`src/rtl/ising_bram_pkg.sv`:
```
// Shared constants and types for the Ising sampler BRAM port arbiter.
package ising_bram_pkg;
  localparam int DATA_W = 64;
  localparam int ADDR_W = 7;
  localparam int RD_LAT = 2;

  typedef enum logic {REQ_SPIN = 1'b0, REQ_HOST = 1'b1} req_id_t;

  typedef struct packed {
    logic              we;
    logic [ADDR_W-1:0] addr;
    logic [DATA_W-1:0] wdata;
  } cmd_t;

  function automatic req_id_t other_req(input req_id_t id);
    return (id == REQ_SPIN) ? REQ_HOST : REQ_SPIN;
  endfunction
endpackage

```
`src/rtl/bram_rd_tag_pipe.sv`:
```
// Shift register of {valid, id} read tags; the last stage lines up with douta capture.
module bram_rd_tag_pipe
  import ising_bram_pkg::*;
#(
  parameter int DEPTH = RD_LAT + 1
) (
  input  logic    clock,
  input  logic    reset,
  input  logic    in_valid,
  input  req_id_t in_id,
  output logic    out_valid,
  output req_id_t out_id,
  output logic    any_valid
);

  logic [DEPTH-1:0] vld_q, vld_d;
  req_id_t          id_q [DEPTH];
  req_id_t          id_d [DEPTH];

  always_comb begin
    vld_d   = {vld_q[DEPTH-2:0], in_valid};
    id_d[0] = in_id;
    for (int i = 1; i < DEPTH; i++) begin
      id_d[i] = id_q[i-1];
    end
  end

  always_ff @(posedge clock or posedge reset) begin
    if (reset) begin
      vld_q <= '0;
      for (int i = 0; i < DEPTH; i++) begin
        id_q[i] <= REQ_SPIN;
      end
    end else begin
      vld_q <= vld_d;
      for (int i = 0; i < DEPTH; i++) begin
        id_q[i] <= id_d[i];
      end
    end
  end

  assign out_valid = vld_q[DEPTH-1];
  assign out_id    = id_q[DEPTH-1];
  assign any_valid = |vld_q;

endmodule

```
`src/rtl/bram_port_arbiter.sv`:
```
// Round-robin arbiter sharing one single-port BRAM between the spin engine (req0)
// and the host loader (req1); read data is routed back by a fixed-latency tag pipe.
module bram_port_arbiter #(
  parameter int DATA_W = ising_bram_pkg::DATA_W,
  parameter int ADDR_W = ising_bram_pkg::ADDR_W,
  parameter int RD_LAT = ising_bram_pkg::RD_LAT
) (
  input  logic              clock,
  input  logic              reset,
  input  logic              req0_valid,
  output logic              req0_ready,
  input  logic              req0_we,
  input  logic [ADDR_W-1:0] req0_addr,
  input  logic [DATA_W-1:0] req0_wdata,
  output logic              rsp0_valid,
  output logic [DATA_W-1:0] rsp0_rdata,
  input  logic              req1_valid,
  output logic              req1_ready,
  input  logic              req1_we,
  input  logic [ADDR_W-1:0] req1_addr,
  input  logic [DATA_W-1:0] req1_wdata,
  output logic              rsp1_valid,
  output logic [DATA_W-1:0] rsp1_rdata,
  output logic              bram_ena,
  output logic              bram_wea,
  output logic [ADDR_W-1:0] bram_addra,
  output logic [DATA_W-1:0] bram_dina,
  input  logic [DATA_W-1:0] bram_douta,
  output logic              busy
);
  import ising_bram_pkg::*;

  req_id_t           rr_q, rr_d;
  logic              ena_q, ena_d, wea_q, wea_d;
  logic [ADDR_W-1:0] addr_q, addr_d;
  logic [DATA_W-1:0] din_q, din_d;
  logic              rsp0_valid_q, rsp0_valid_d, rsp1_valid_q, rsp1_valid_d;
  logic [DATA_W-1:0] rsp0_rdata_q, rsp0_rdata_d, rsp1_rdata_q, rsp1_rdata_d;

  logic              grant0, grant1, accept;
  req_id_t           win_id;
  logic              win_we;
  logic [ADDR_W-1:0] win_addr;
  logic [DATA_W-1:0] win_wdata;
  logic              tag_out_valid, tag_busy;
  req_id_t           tag_out_id;

  always_comb begin
    // A lone requester always wins; the pointer only breaks ties.
    grant0    = req0_valid & (~req1_valid | (rr_q == REQ_SPIN));
    grant1    = req1_valid & (~req0_valid | (rr_q == REQ_HOST));
    accept    = grant0 | grant1;
    win_id    = grant1 ? REQ_HOST : REQ_SPIN;
    win_we    = grant1 ? req1_we    : req0_we;
    win_addr  = grant1 ? req1_addr  : req0_addr;
    win_wdata = grant1 ? req1_wdata : req0_wdata;

    rr_d   = accept ? other_req(win_id) : rr_q;
    ena_d  = accept;
    wea_d  = accept & win_we;
    addr_d = accept ? win_addr  : addr_q;
    din_d  = accept ? win_wdata : din_q;

    rsp0_valid_d = tag_out_valid & (tag_out_id == REQ_SPIN);
    rsp1_valid_d = tag_out_valid & (tag_out_id == REQ_HOST);
    rsp0_rdata_d = rsp0_valid_d ? bram_douta : rsp0_rdata_q;
    rsp1_rdata_d = rsp1_valid_d ? bram_douta : rsp1_rdata_q;
  end

  always_ff @(posedge clock or posedge reset) begin
    if (reset) begin
      rr_q         <= REQ_SPIN;
      ena_q        <= 1'b0;
      wea_q        <= 1'b0;
      addr_q       <= '0;
      din_q        <= '0;
      rsp0_valid_q <= 1'b0;
      rsp1_valid_q <= 1'b0;
      rsp0_rdata_q <= '0;
      rsp1_rdata_q <= '0;
    end else begin
      rr_q         <= rr_d;
      ena_q        <= ena_d;
      wea_q        <= wea_d;
      addr_q       <= addr_d;
      din_q        <= din_d;
      rsp0_valid_q <= rsp0_valid_d;
      rsp1_valid_q <= rsp1_valid_d;
      rsp0_rdata_q <= rsp0_rdata_d;
      rsp1_rdata_q <= rsp1_rdata_d;
    end
  end

  // One extra stage over RD_LAT covers the issue register in front of the BRAM.
  bram_rd_tag_pipe #(.DEPTH(RD_LAT + 1)) u_tag_pipe (
    .clock     (clock),
    .reset     (reset),
    .in_valid  (accept & ~win_we),
    .in_id     (win_id),
    .out_valid (tag_out_valid),
    .out_id    (tag_out_id),
    .any_valid (tag_busy)
  );

  assign req0_ready = grant0;
  assign req1_ready = grant1;
  assign bram_ena   = ena_q;
  assign bram_wea   = wea_q;
  assign bram_addra = addr_q;
  assign bram_dina  = din_q;
  assign rsp0_valid = rsp0_valid_q;
  assign rsp1_valid = rsp1_valid_q;
  assign rsp0_rdata = rsp0_rdata_q;
  assign rsp1_rdata = rsp1_rdata_q;
  assign busy       = tag_busy | ena_q;

endmodule

```
`config.mk`:
```
export PLATFORM = sky130hd
export DESIGN_NAME = bram_port_arbiter
export DESIGN_NICKNAME = d
export VERILOG_FILES = /design/src/rtl/ising_bram_pkg.sv /design/src/rtl/bram_rd_tag_pipe.sv /design/src/rtl/bram_port_arbiter.sv
export SDC_FILE = /design/constraint.sdc
export NUM_CORES = 1
export LEC_CHECK = 0
export BUFFER_PORTS_ARGS = -buffer_cell sky130_fd_sc_hd__buf_2
export CAP_MARGIN = 20
export CELL_PAD_IN_SITES_DETAIL_PLACEMENT = 0
export CELL_PAD_IN_SITES_GLOBAL_PLACEMENT = 1
export CORE_AREA = 3 3 163 165
export DETAILED_ROUTE_END_ITERATION = 12
export DIE_AREA = 0 0 166 168
export GPL_TIMING_DRIVEN = 1
export MAX_ROUTING_LAYER = met4
export PLACE_DENSITY = 0.76
export SYNTH_ARGS = -nofsm -noshare
export SYNTH_HDL_FRONTEND = slang
export SYNTH_SLANG_ARGS = --single-unit
```
`constraint.sdc`:
```
create_clock -name clock -period 11.9 [get_ports clock]
set_input_delay 0.595 -clock clock [delete_from_list [all_inputs] [get_ports clock]]
set_output_delay 0.595 -clock clock [all_outputs]
set_load 0.05 [all_outputs]
```
==> Yosys cells after proc, flatten, opt, wreduce, memory -nomap -nowiden <==
Index checks and enable logic that the tools add are counted.
{ "totals": {"regBits": 210, "latchBits": 0, "ramBits": 0, "romBits": 0, "out_inout_bits": 206, "n_memories": 0} }
{ "op_classes": {"add_sub_neg": 0, "mul": 0, "div_mod_pow": 0, "order_cmp": 0, "eq_ne": 0, "shift": 0, "mux": 5, "bitwise": 15, "reduce_logical": 1} }
{ "ops": {"columns": ["op", "n"], "rows": [
  ["2-to-1 mux 64 bit", 1],
  ["2-to-1 mux 7 bit", 1],
  ["bitwise AND 1 bit", 6],
  ["NOT 1 bit", 5],
  ["OR 1 bit", 4],
  ["2-to-1 mux 1 bit", 3],
  ["OR reduction 3 bit", 1]
]} }

==> Depth between registers and ports, before layout <==
Gate-level depths: netlist of run 1.
{ "logic_depth": {"word_depth": 6, "depth_mapped": 5} }

==> Modules after synthesis <==
Synthesis of run 1 repeated with hierarchy kept, for this count alone.
{ "hier_totals": {"hier_cells": 701, "area_unflattened_um2": 9344.0} }
{ "by_module_without_submodules": {"columns": ["module", "instances", "cells_per_inst", "area_per_inst_um2"], "rows": [
  ["bram_port_arbiter", 1, 693, 9183.8],
  ["bram_rd_tag_pipe", 1, 8, 160.2]
]} }

==> Worst setup path after synthesis of run 1 <==
No wires, ideal clock.
{ "synth_timing": {"path_kind": "input to output", "from": "input port req0_valid", "to": "output port req0_ready", "arrival_time_ns": 1.261, "t_required_ns": 11.305, "setup_slack_ns": 10.044, "cell_stages": 3, "path_cell_list": "a21bo_2 > buf_4 > inv_1"} }
{ "synth_between": {"elab_chain_len": 1} }
{ "synth_rtl": {"columns": ["element", "line", "text"], "rows": [
  ["start: declaration", "bram_port_arbiter.sv:10", "input logic req0_valid,"],
  ["bitwise AND 1 bit", "bram_port_arbiter.sv:50", "grant0 = req0_valid & (~req1_valid | (rr_q == REQ_SPIN));"],
  ["end: declaration", "bram_port_arbiter.sv:11", "output logic req0_ready,"]
]} }
No other way between the ends.

==> Final worst setup path of run 1 <==
{ "layout_timing": {"from": "register rr_q", "to": "output port req0_ready"} }
{ "layout_between": {"elab_chain_len": 3} }
{ "layout_rtl": {"columns": ["element", "line", "text"], "rows": [
  ["start: declaration", "bram_port_arbiter.sv:33", "req_id_t rr_q, rr_d;"],
  ["start signal: assignment", "bram_port_arbiter.sv:82", "rr_q <= rr_d;"],
  ["NOT 1 bit", "bram_port_arbiter.sv:50", null],
  ["OR 1 bit", "bram_port_arbiter.sv:50", null],
  ["bitwise AND 1 bit", "bram_port_arbiter.sv:50", null]
]} }
No other way between the ends.

==> reports/qor.txt, run 1 <==
Rel. slew slack = 38.9%
Total stage count of the critical path = 4
I/O pin cnt = 418
Initial antenna violation count = 4
Biggest area contributors in the synthesized netlist = sky130_fd_sc_hd__dfrtp_1 (64%), sky130_fd_sc_hd__mux2_2 (11%), sky130_fd_sc_hd__mux2_4 (7.3%), sky130_fd_sc_hd__o22ai_1 (5.5%), sky130_fd_sc_hd__a21oi_1 (4.3%)
H-tree lvl count = 1
Vias in the first global route = 6771
Remaining Overflow, GRT = 0
First-pass GRT wire length = 38.5 mm
Effective utilization at floorplan = 32.8%
Leading cell types in the layout, fill and taps excluded = sky130_fd_sc_hd__buf_2 (417), sky130_fd_sc_hd__dfrtp_1 (210), sky130_fd_sc_hd__mux2_2 (79), sky130_fd_sc_hd__inv_1 (74), sky130_fd_sc_hd__o22ai_1 (72)
Average wire per standard cell = 18.2 microns
Largest net degree at the start of global routing = 75
Syn_area_per_cell = 13.7 sq um
Nets in the synthesized netlist = 815
Post-CTS setup buffer count = 0
Layout cells sized above 1 = 56.4%
Core occupancy in the finished layout = 44.9%
Critical path cell sequence = a21bo_2 -> buf_4 -> inv_1 -> buf_2
Final setup TNS = 0 ns
Kind of critical path = flip-flop to output pin
Run status = completed
Worst Path Buf+Inv = 3
Resized Gates After CTS = 0
Worst path required time = 11.31 ns
Post-route clock skew = 0.00764 ns
Portion of total power attributed to combinational logic = 38.1%
Total power per unit cell area = 233 mW/mm^2
Leakage component of the power = 5.78 nW
Max Slew Vio Count = 0
Leading cell type in the layout, fill and taps excluded = sky130_fd_sc_hd__buf_2
Delay-heaviest family, CP = buffers and inverters
Clock Tree Buf Depth = 3
Kind of capture point of the worst setup path = output pin
Part of the cycle the worst path needs = 22.1%
Delay of the slowest cell on the worst path = 0.64 ns
Proportion of netlist area held by the largest area contributor = 63.7%
Startpoint of the worst-slack reg-to-reg timing path = u_tag_pipe.out_id
Crit start category = flip-flop
Switching pwr = 0.00109 W
Post-synthesis instance area = 0.00825 sq mm
Reg2Reg Depth = 3
Final Hold Violating Endpoints = 0
Initial drt markers = 316
Worst-Skew Late Latency = 0.50 ns
Vias after detailed routing = 6427
Internal Power = 0.00155 W
Transition time of the tightest slew-check pin = 0.917 ns
Total wire length after detailed routing = 24.9 mm
RSZ-0062 raised after global routing = false
Core area = 0.0252 sq mm
F_max = 0.380 GHz
Setup slack after layout = 9.27 ns
Clock Power Share = 26.0%
Clock tree from TritonCTS = yes
Routed vias/inst = 4.72
Cell with the biggest individual delay on the critical path = sky130_fd_sc_hd__buf_4
Number of distinct library cell variants in the gate-level netlist after synthesis = 20
Critical Path End = req0_ready
Path class of the lowest-slack min-delay path = primary input to async pin
Net switching fraction of the power = 41.3%
Max cap viols = 0
Weighted congestion reported at the end of routability-driven placement = 0.819
Post-Synthesis Cells = 603
Hold buffer count at CTS = 0
Yosys reg bits = 210
Maximum vdd drop = 161 uV
DIE AREA = 0.0279 sq mm
Post-Route Hold Slack = 0.139 ns
Share of synthesized area occupied by flip-flops and latches = 63.7%
Num Clock Sinks = 210
Final setup violation count = 0
Data arrival time at the worst-slack endpoint = 2.03 ns
Placement Rows = 58
Root buffer selected by CTS = sky130_fd_sc_hd__clkbuf_16
Count of buffers inserted at the top-level ports = 417
Layout Nets = 1226
Synth-to-layout area growth = 36.9%
TritonCTS buffer count = 22
Number of antenna-violating nets in the routed design = 0
Worst R2R End = rsp1_rdata[51]
CP Launch Point = rr_q
Setup slack of the worst register-to-register path = 9.83 ns
Number of detailed-routing iterations run before antenna repair = 4
Width of the die = 166 microns
Post-place setup slack = 9.43 ns
Drt drc = 0
Height of the chip = 168 microns
Synth area leader = sky130_fd_sc_hd__dfrtp_1
Estimated wirelength of the detail-placed design = 18.0 mm
Reg power frac = 35.9%
Clock-pin slew reported for the worst setup and hold paths after clock tree synthesis = 0.06 ns
Global Route Usage Sum = 17.5%
Count of warnings emitted by yosys = 0
Min cycle time layout = 2.63 ns
Critical Path Fanout Max = 73
registers in the layout (all words and copies together), names as in the netlist, 2 cells and up:
signal            cells
rsp0_rdata           64
rsp1_rdata           64
u_tag_pipe.id_d       2
bram_addra            7
u_tag_pipe.vld_q      3
bram_dina            64
per-layer routing:
metal | track usage, % | vias to the layer above | part of all wire (%)
met4 | 4.30 | 0 | 2.1
li1 | - | 2927 | -
met5 | - | - | 0
met2 | 29.0 | 312 | 48
met3 | 5.38 | 44 | 9.3
met1 | 21.2 | 3144 | 40
worst register-to-register path: stages, from the launching register on:
cell	delay (ns)
sky130_fd_sc_hd__dfrtp_1	0.42
sky130_fd_sc_hd__nand2_4	0.44
sky130_fd_sc_hd__buf_4	0.64
sky130_fd_sc_hd__mux2_2	0.45
power by group through the flow:
stage | Sequential (W) | Combinational (W) | Clock, W
final | 0.000946 | 0.00100 | 0.000687
after global routing | 0.000968 | 0.00105 | 0.000736
after CTS | 0.000947 | 0.00101 | 0.000707
after detailed placement | 0.000956 | 0.00101 | 0
after global placement | 0.000952 | 0.00100 | 0
after floorplan | 0.00149 | 0.000215 | 0
area by class of cell:
cell class	instances	area (sq um)
Antenna cell	5	12.5
Clock buffer	33	643
Clock inverter	4	70.1
Fill cell	2371	13900
Inverter	76	293
Multi-Input combinational cell	280	2470
Sequential cell	210	5260
Tap cell	330	413
Timing Repair Buffer	424	2140
Yosys cell counts (all sizes together):
cell    number
a21bo        1
a21oi       71
a22o         1
buf         31
clkbuf       6
dfrtp      210
inv         76
mux2       128
nand2        2
nand2b       1
nor2b        1
o21ai        1
o22ai       72
or2          1
or4          1
worst min path at each step:
stage                     cells past startpoint                 end          startpoint  slack, ns
after floorplan                               0  u_tag_pipe.id_d[0]  u_tag_pipe.id_d[1]       0.33
after global placement                        0  u_tag_pipe.id_d[0]  u_tag_pipe.id_d[1]       0.33
after detailed placement                      0  u_tag_pipe.id_d[0]  u_tag_pipe.id_d[1]       0.34
after CTS                                     2      rsp0_rdata[52]               reset       0.16
after global routing                          2      rsp0_rdata[52]               reset       0.16
final                                         2      rsp0_rdata[53]               reset       0.14
metrics by stage:
stage,instances,power (W),instance area (sq um)
after floorplan,603,0.00170,8250
after global placement,1320,0.00196,10600
after detailed placement,1320,0.00197,10600
after CTS,1357,0.00267,11300
after global routing,1361,0.00275,11300
final,1362,0.00264,11300
logic make-up (layout without fill, tap and decap cells):
logic type	count (synthesis)	count (layout)	synth area share [%]
flops	210	210	63.7
simple gates	6	6	0.440
compound gates	146	146	10.1
buf+inv	113	537	6.51
mux	128	128	19.3
other cells	0	5	0
Power figures use the tool's default switching activity.
==> run 2, diff against run 1 <==
- clock period: 11.9 -> 2.6 ns (I/O delays scaled with it)
==> run 2 against run 1 <==
Sequential power increased to 4.6 times the previous value. Combinational power grew to 5.0 times the previous value. Non-clock buffer count up 220. Flip-flop and latch count did not move. Clock skew increased by 0.0034 ns. Critical endpoint is now bram_dina[58]. Largest power group unchanged.
==> reports/qor.txt, run 2 (synthesized netlist as in run 1, its figures left out) <==
Placement Rows = 58
Final setup violation count = 0
Count of buffers inserted at the top-level ports = 417
Area taken by flip-flops and latches = 0.00526 sq mm
RSZ-0062 raised after global routing = false
Post-CTS setup buffer count = 0
Initial antenna violation count = 5
Drt drc = 0
Delay-heaviest family, CP = buffers and inverters
Max Slew Vio Count = 0
H-tree lvl count = 1
Post-Route Hold Slack = 0.115 ns
Layout Nets = 1446
Total wire length after detailed routing = 27.7 mm
Num Clock Sinks = 210
Leading cell types in the layout, fill and taps excluded = sky130_fd_sc_hd__buf_2 (417), sky130_fd_sc_hd__dlygate4sd3_1 (212), sky130_fd_sc_hd__dfrtp_1 (210), sky130_fd_sc_hd__mux2_2 (79), sky130_fd_sc_hd__inv_1 (74)
Rel. slew slack = 58.4%
Run status = completed
Number of antenna-violating nets in the routed design = 0
Max cap viols = 0
Hold buffer count at CTS = 212
Worst Path Buf+Inv = 3
Kind of capture point of the worst setup path = flip-flop
F_max = 0.460 GHz
I/O pin cnt = 418
Part of the cycle the worst path needs = 83.5%
Estimated wirelength of the detail-placed design = 18.9 mm
Clock-pin slew reported for the worst setup and hold paths after clock tree synthesis = 0.06 ns
Total power per unit cell area = 925 mW/mm^2
Clock Tree Buf Depth = 3
Worst path required time = 2.97 ns
Routed vias/inst = 4.63
Final Hold Violating Endpoints = 0
Remaining Overflow, GRT = 0
Global Route Usage Sum = 19.7%
Critical path cell sequence = nand2b_1 -> nand2_1 -> inv_2 -> buf_4 -> a21oi_1 -> dlygate4sd3_1
First-pass GRT wire length = 43.5 mm
Height of the chip = 168 microns
Resized Gates After CTS = 0
Vias after detailed routing = 7333
Layout cells sized above 1 = 47.5%
Clock tree from TritonCTS = yes
Post-route clock skew = 0.0111 ns
Total of fill cells in the finished design = 2103
Total area of multi-input combinational cells = 0.00247 sq mm
Worst-Skew Late Latency = 0.49 ns
Delay of the slowest cell on the worst path = 0.57 ns
TritonCTS buffer count = 22
DIE AREA = 0.0279 sq mm
Transition time of the tightest slew-check pin = 0.623 ns
Average wire per standard cell = 17.5 microns
Crit start category = flip-flop
Initial drt markers = 361
Root buffer selected by CTS = sky130_fd_sc_hd__clkbuf_16
Min cycle time layout = 2.17 ns
Vias in the first global route = 8027
Largest net degree at the start of global routing = 82
Width of the die = 166 microns
Leakage component of the power = 6.73 nW
Synth-to-layout area growth = 65.1%
Final setup TNS = 0 ns
Cell with the biggest individual delay on the critical path = sky130_fd_sc_hd__dlygate4sd3_1
Weighted congestion reported at the end of routability-driven placement = 0.832
Number of detailed-routing iterations run before antenna repair = 4
Effective utilization at floorplan = 32.8%
Path class of the lowest-slack min-delay path = primary input to flip-flop
Critical Path Fanout Max = 28
Core area = 0.0252 sq mm
Maximum vdd drop = 804 uV
Kind of critical path = flip-flop to flip-flop
Leading cell type in the layout, fill and taps excluded = sky130_fd_sc_hd__buf_2
Data arrival time at the worst-slack endpoint = 2.55 ns
==> run 2: layout make-up <==
cell class                 count  share of cell area, %
antenna                        5                 0.0919
timing repair buffer         644                   32.5
tap                          330                   3.03
sequential                   210                   38.6
clock inverter                 5                  0.367
clock buffer                  35                   5.22
inverter                      76                   2.12
multi-input combinational    280                   18.1
==> run 2: path summary, 6_finish.rpt <==
kind                                    start                 to  slack [ns]  cells after the start
hold reg to reg            u_tag_pipe.id_d[0]  u_tag_pipe.out_id        0.35                      0
setup / recovery                         rr_q      bram_dina[58]        0.43                      6
min in group asynchronous               reset     rsp0_rdata[15]        0.27                      3
setup reg to reg                         rr_q      bram_dina[58]        0.43                      6
max in group asynchronous               reset     rsp1_rdata[58]        1.41                      5
hold / removal                     req0_valid           bram_ena        0.11                      2
==> run 2: metal layers <==
layer	up-vias	GRT usage (%)	wire length, microns
li1	3369	-	-
met3	47	5.52	2490
met5	-	-	0
met2	338	33.5	13800
met4	0	5.24	623
met1	3579	23.1	10800
==> run 2: report_power, final <==
part	switching, W	total (W)	internal [W]
Clock	0.00126	0.00323	0.00197
Combinational	0.00345	0.00501	0.00156
Sequential	0.000392	0.00436	0.00397
Total	0.00510	0.0126	0.00750
==> run 2: through the flow <==
step / cells / area [sq um] / utilization (%) / power (W) / setup WS [ns]
finish: 1585 / 13600 / 54.1 / 0.0126 / 0.428
floorplan: 603 / 8250 / - / 0.00780 / -0.258
global route: 1585 / 13600 / 54.1 / 0.0131 / 0.269
global placement: 1328 / 10700 / 42.6 / 0.00900 / 1.05
CTS: 1580 / 13600 / 54.0 / 0.0127 / 0.445
detailed placement: 1328 / 10700 / 42.6 / 0.00906 / 1.01
==> run 3, diff against run 2 <==
- ABC_AREA: not set -> 1
- CORE_AREA: 3 3 163 165 -> not set
- CORE_MARGIN: not set -> 3
- CORE_UTILIZATION: not set -> 34
- DIE_AREA: 0 0 166 168 -> not set
- PLACE_DENSITY: 0.76 -> 0.82
- clock period: 2.6 -> 2.3 ns (I/O delays scaled with it)
==> run 3 against run 2 <==
Non-clock buffer count grew 2. Clock skew decreased by 0.0044 ns. Die area up 5.8%. Power rose by 12%. Global-route usage rose by 1.2 points. Clock power rose by 18%. Design area up 6.7%. Via count rose by 29%. Core utilization shrank 0.16 points. Sequential power increased by 11%. Hold slack worse by 0.017 ns. Critical path depth unchanged. Largest cell class unchanged.
==> reports/qor.txt, run 3 <==
Data arrival time at the worst-slack endpoint = 2.49 ns
Initial antenna violation count = 2
F_max = 0.476 GHz
Width of the die = 172 microns
Post-CTS setup buffer count = 0
Global Route Usage Sum = 20.9%
Critical path cell sequence = nand2_4 -> buf_4 -> nand3_1 -> nand2_1 -> dlygate4sd3_1 -> nand2_1
Weighted congestion reported at the end of routability-driven placement = 0.849
Cell occurring most often along the worst timing path = sky130_fd_sc_hd__nand2_1
Transition time of the tightest slew-check pin = 0.614 ns
Number of detailed-routing iterations run before antenna repair = 4
Nets in the synthesized netlist = 1334
Part of the cycle the worst path needs = 91.4%
Number of flops mapped to enable cells by yosys = 0
Async SR Flop Fraction = 100%
Layout Nets = 1943
Height of the chip = 172 microns
Total power per unit cell area = 974 mW/mm^2
Leakage component of the power = 8.13 nW
Worst-Skew Late Latency = 0.50 ns
Yosys reg bits = 210
Biggest area contributors in the synthesized netlist = sky130_fd_sc_hd__dfrtp_1 (56%), sky130_fd_sc_hd__nand2_1 (20%), sky130_fd_sc_hd__inv_1 (5.8%), sky130_fd_sc_hd__o21ai_2 (4.7%), sky130_fd_sc_hd__o21ai_0 (3.5%)
Effective utilization at floorplan = 34.7%
Delay of the slowest cell on the worst path = 0.57 ns
Leading cell types in the layout, fill and taps excluded = sky130_fd_sc_hd__nand2_1 (504), sky130_fd_sc_hd__buf_2 (417), sky130_fd_sc_hd__dlygate4sd3_1 (211), sky130_fd_sc_hd__dfrtp_1 (210), sky130_fd_sc_hd__inv_1 (143)
Number of antenna-violating nets in the routed design = 0
Placed instance area = 0.0116 sq mm
Cell with the biggest individual delay on the critical path = sky130_fd_sc_hd__dlygate4sd3_1
Kind of capture point of the worst setup path = flip-flop
Leading cell type in the layout, fill and taps excluded = sky130_fd_sc_hd__nand2_1
Total wire length after detailed routing = 31.1 mm
Share of synthesized area occupied by flip-flops and latches = 56.3%
Synth area leader = sky130_fd_sc_hd__dfrtp_1
Estimated wirelength of the detail-placed design = 21.1 mm
Routed vias/inst = 4.51
Commonest cells in the synthesized netlist = sky130_fd_sc_hd__nand2_1 (505), sky130_fd_sc_hd__dfrtp_1 (210), sky130_fd_sc_hd__inv_1 (144)
Crit start category = flip-flop
Maximum vdd drop = 420 uV
Setup slack after layout = 0.197 ns
Worst path required time = 2.69 ns
Predominant post-synthesis flop cell = sky130_fd_sc_hd__dfrtp_1
First-pass GRT wire length = 48.4 mm
Total of fill cells in the finished design = 2495
Critical Path Fanout Max = 47
Drt drc = 0
Setup slack of the worst register-to-register path = 0.20 ns
Top-count cell post-synth = sky130_fd_sc_hd__nand2_1
Clock-pin slew reported for the worst setup and hold paths after clock tree synthesis = 0.06 ns
Post-Synthesis Cells = 1122
Number of distinct library cell variants in the gate-level netlist after synthesis = 18
Max cap viols = 0
Initial drt markers = 475
Post-place setup slack = 0.719 ns
Placement Rows = 60
Delay-heaviest family, CP = buffers and inverters
Post-synthesis instance area = 0.00934 sq mm
Largest net degree at the start of global routing = 98
Synth-to-layout area growth = 55.6%
Average wire per standard cell = 14.9 microns
Remaining Overflow, GRT = 0
Min cycle time layout = 2.10 ns
Layout cells sized above 1 = 30.3%
Final setup violation count = 0
Post-route clock skew = 0.00672 ns
Core occupancy in the finished layout = 53.9%
TritonCTS buffer count = 24
Kind of critical path = flip-flop to flip-flop
Vias in the first global route = 9747
RSZ-0062 raised after global routing = false
H-tree lvl count = 1
Vias after detailed routing = 9425
Syn_area_per_cell = 8.32 sq um
Max Slew Vio Count = 0
Proportion of netlist area held by the largest area contributor = 56.3%
Run status = completed
Root buffer selected by CTS = sky130_fd_sc_hd__clkbuf_16
DIE AREA = 0.0295 sq mm
Clock tree from TritonCTS = yes
Worst Path Buf+Inv = 2
Count of buffers inserted at the top-level ports = 417
I/O pin cnt = 418
Rel. slew slack = 59.1%
Final Hold Violating Endpoints = 0
Path class of the lowest-slack min-delay path = primary input to flip-flop
Num Clock Sinks = 210
Core area = 0.0270 sq mm
Area of all placed cells without fillers = 0.0145 sq mm
Count of warnings emitted by yosys = 0
Post-Route Hold Slack = 0.0975 ns
Clock Tree Buf Depth = 3
run 3: cell count changes in the layout (fill, tap and decap cells not counted), moves of 9 or more:
cell	delta
sky130_fd_sc_hd__mux2_4	-40
sky130_fd_sc_hd__nand3_1	+58
sky130_fd_sc_hd__nand2_1	+503
sky130_fd_sc_hd__mux2_2	-79
sky130_fd_sc_hd__mux2_1	-9
sky130_fd_sc_hd__o21ai_0	+64
sky130_fd_sc_hd__a21oi_1	-71
sky130_fd_sc_hd__o21ai_2	+50
sky130_fd_sc_hd__o22ai_1	-72
sky130_fd_sc_hd__o21ai_1	+14
sky130_fd_sc_hd__inv_1	+69
run 3: metal layers:
metal / share of wire (%) / track usage [%]
met1: 40 / 23.5
met2: 48 / 36.1
met3: 8.5 / 5.26
met4: 3.7 / 7.39
met5: 0 / -
run 3: where the power goes:
group          total, W  internal (W)  switching, W
sequential      0.00485       0.00444      0.000412
combinational   0.00551       0.00144       0.00407
clock           0.00380       0.00234       0.00145
run 3: cell families (layout without fill, tap and decap cells):
| group | after synthesis | count (layout) | synth area share, % |
|---|---|---|---|
| AOI/OAI and AO/OA | 129 | 129 | 8.92 |
| buffers and inverters | 209 | 835 | 10.5 |
| DFF | 210 | 210 | 56.3 |
| other | 0 | 2 | 0 |
| and+or+nand+nor | 574 | 574 | 24.3 |
run 3: final cells by class:
cell class / instances / area, sq um / share of cell area, %
flip-flops and latches: 210 / 5260 / 36.2
well taps: 341 / 427 / 2.94
repair buffers: 646 / 4400 / 30.2
diodes: 2 / 5.00 / 0.0344
multi-input cells: 703 / 3110 / 21.4
inverters: 146 / 554 / 3.81
clock inverters: 4 / 70.1 / 0.482
clock buffers: 39 / 718 / 4.94
run 3: what timing repair did:
item                      in CTS  in global routing
hold buffers                 211                  0
gates resized for setup        0                  0
hold endpoints to repair     408                  0
run 3: worst paths after layout:
path                                    startpoint           endpoint  cells past startpoint
worst max-delay path                          rr_q      bram_dina[35]                      6
worst min-delay path                    req0_valid           bram_ena                      3
worst max register to register                rr_q      bram_dina[35]                      6
worst min register to register  u_tag_pipe.id_d[0]  u_tag_pipe.out_id                      0
max in group asynchronous                    reset     rsp1_rdata[25]                      4
min in group asynchronous                    reset     rsp1_rdata[11]                      3
run 3: worst register-to-register path, cell delays in order, from the launching register on:
cell,delay (ns)
sky130_fd_sc_hd__dfrtp_1,0.41
sky130_fd_sc_hd__nand2_4,0.18
sky130_fd_sc_hd__buf_4,0.48
sky130_fd_sc_hd__nand3_1,0.19
sky130_fd_sc_hd__nand2_1,0.10
sky130_fd_sc_hd__dlygate4sd3_1,0.57
sky130_fd_sc_hd__nand2_1,0.07
run 3: stage by stage:
stage               setup TNS [ns]  power [W]  instances
global placement                 0    0.00998       1835
finish                           0     0.0142       2091
global route                     0     0.0149       2091
detailed placement               0     0.0100       1835
CTS                              0     0.0143       2089
floorplan                  -114.07    0.00865       1122
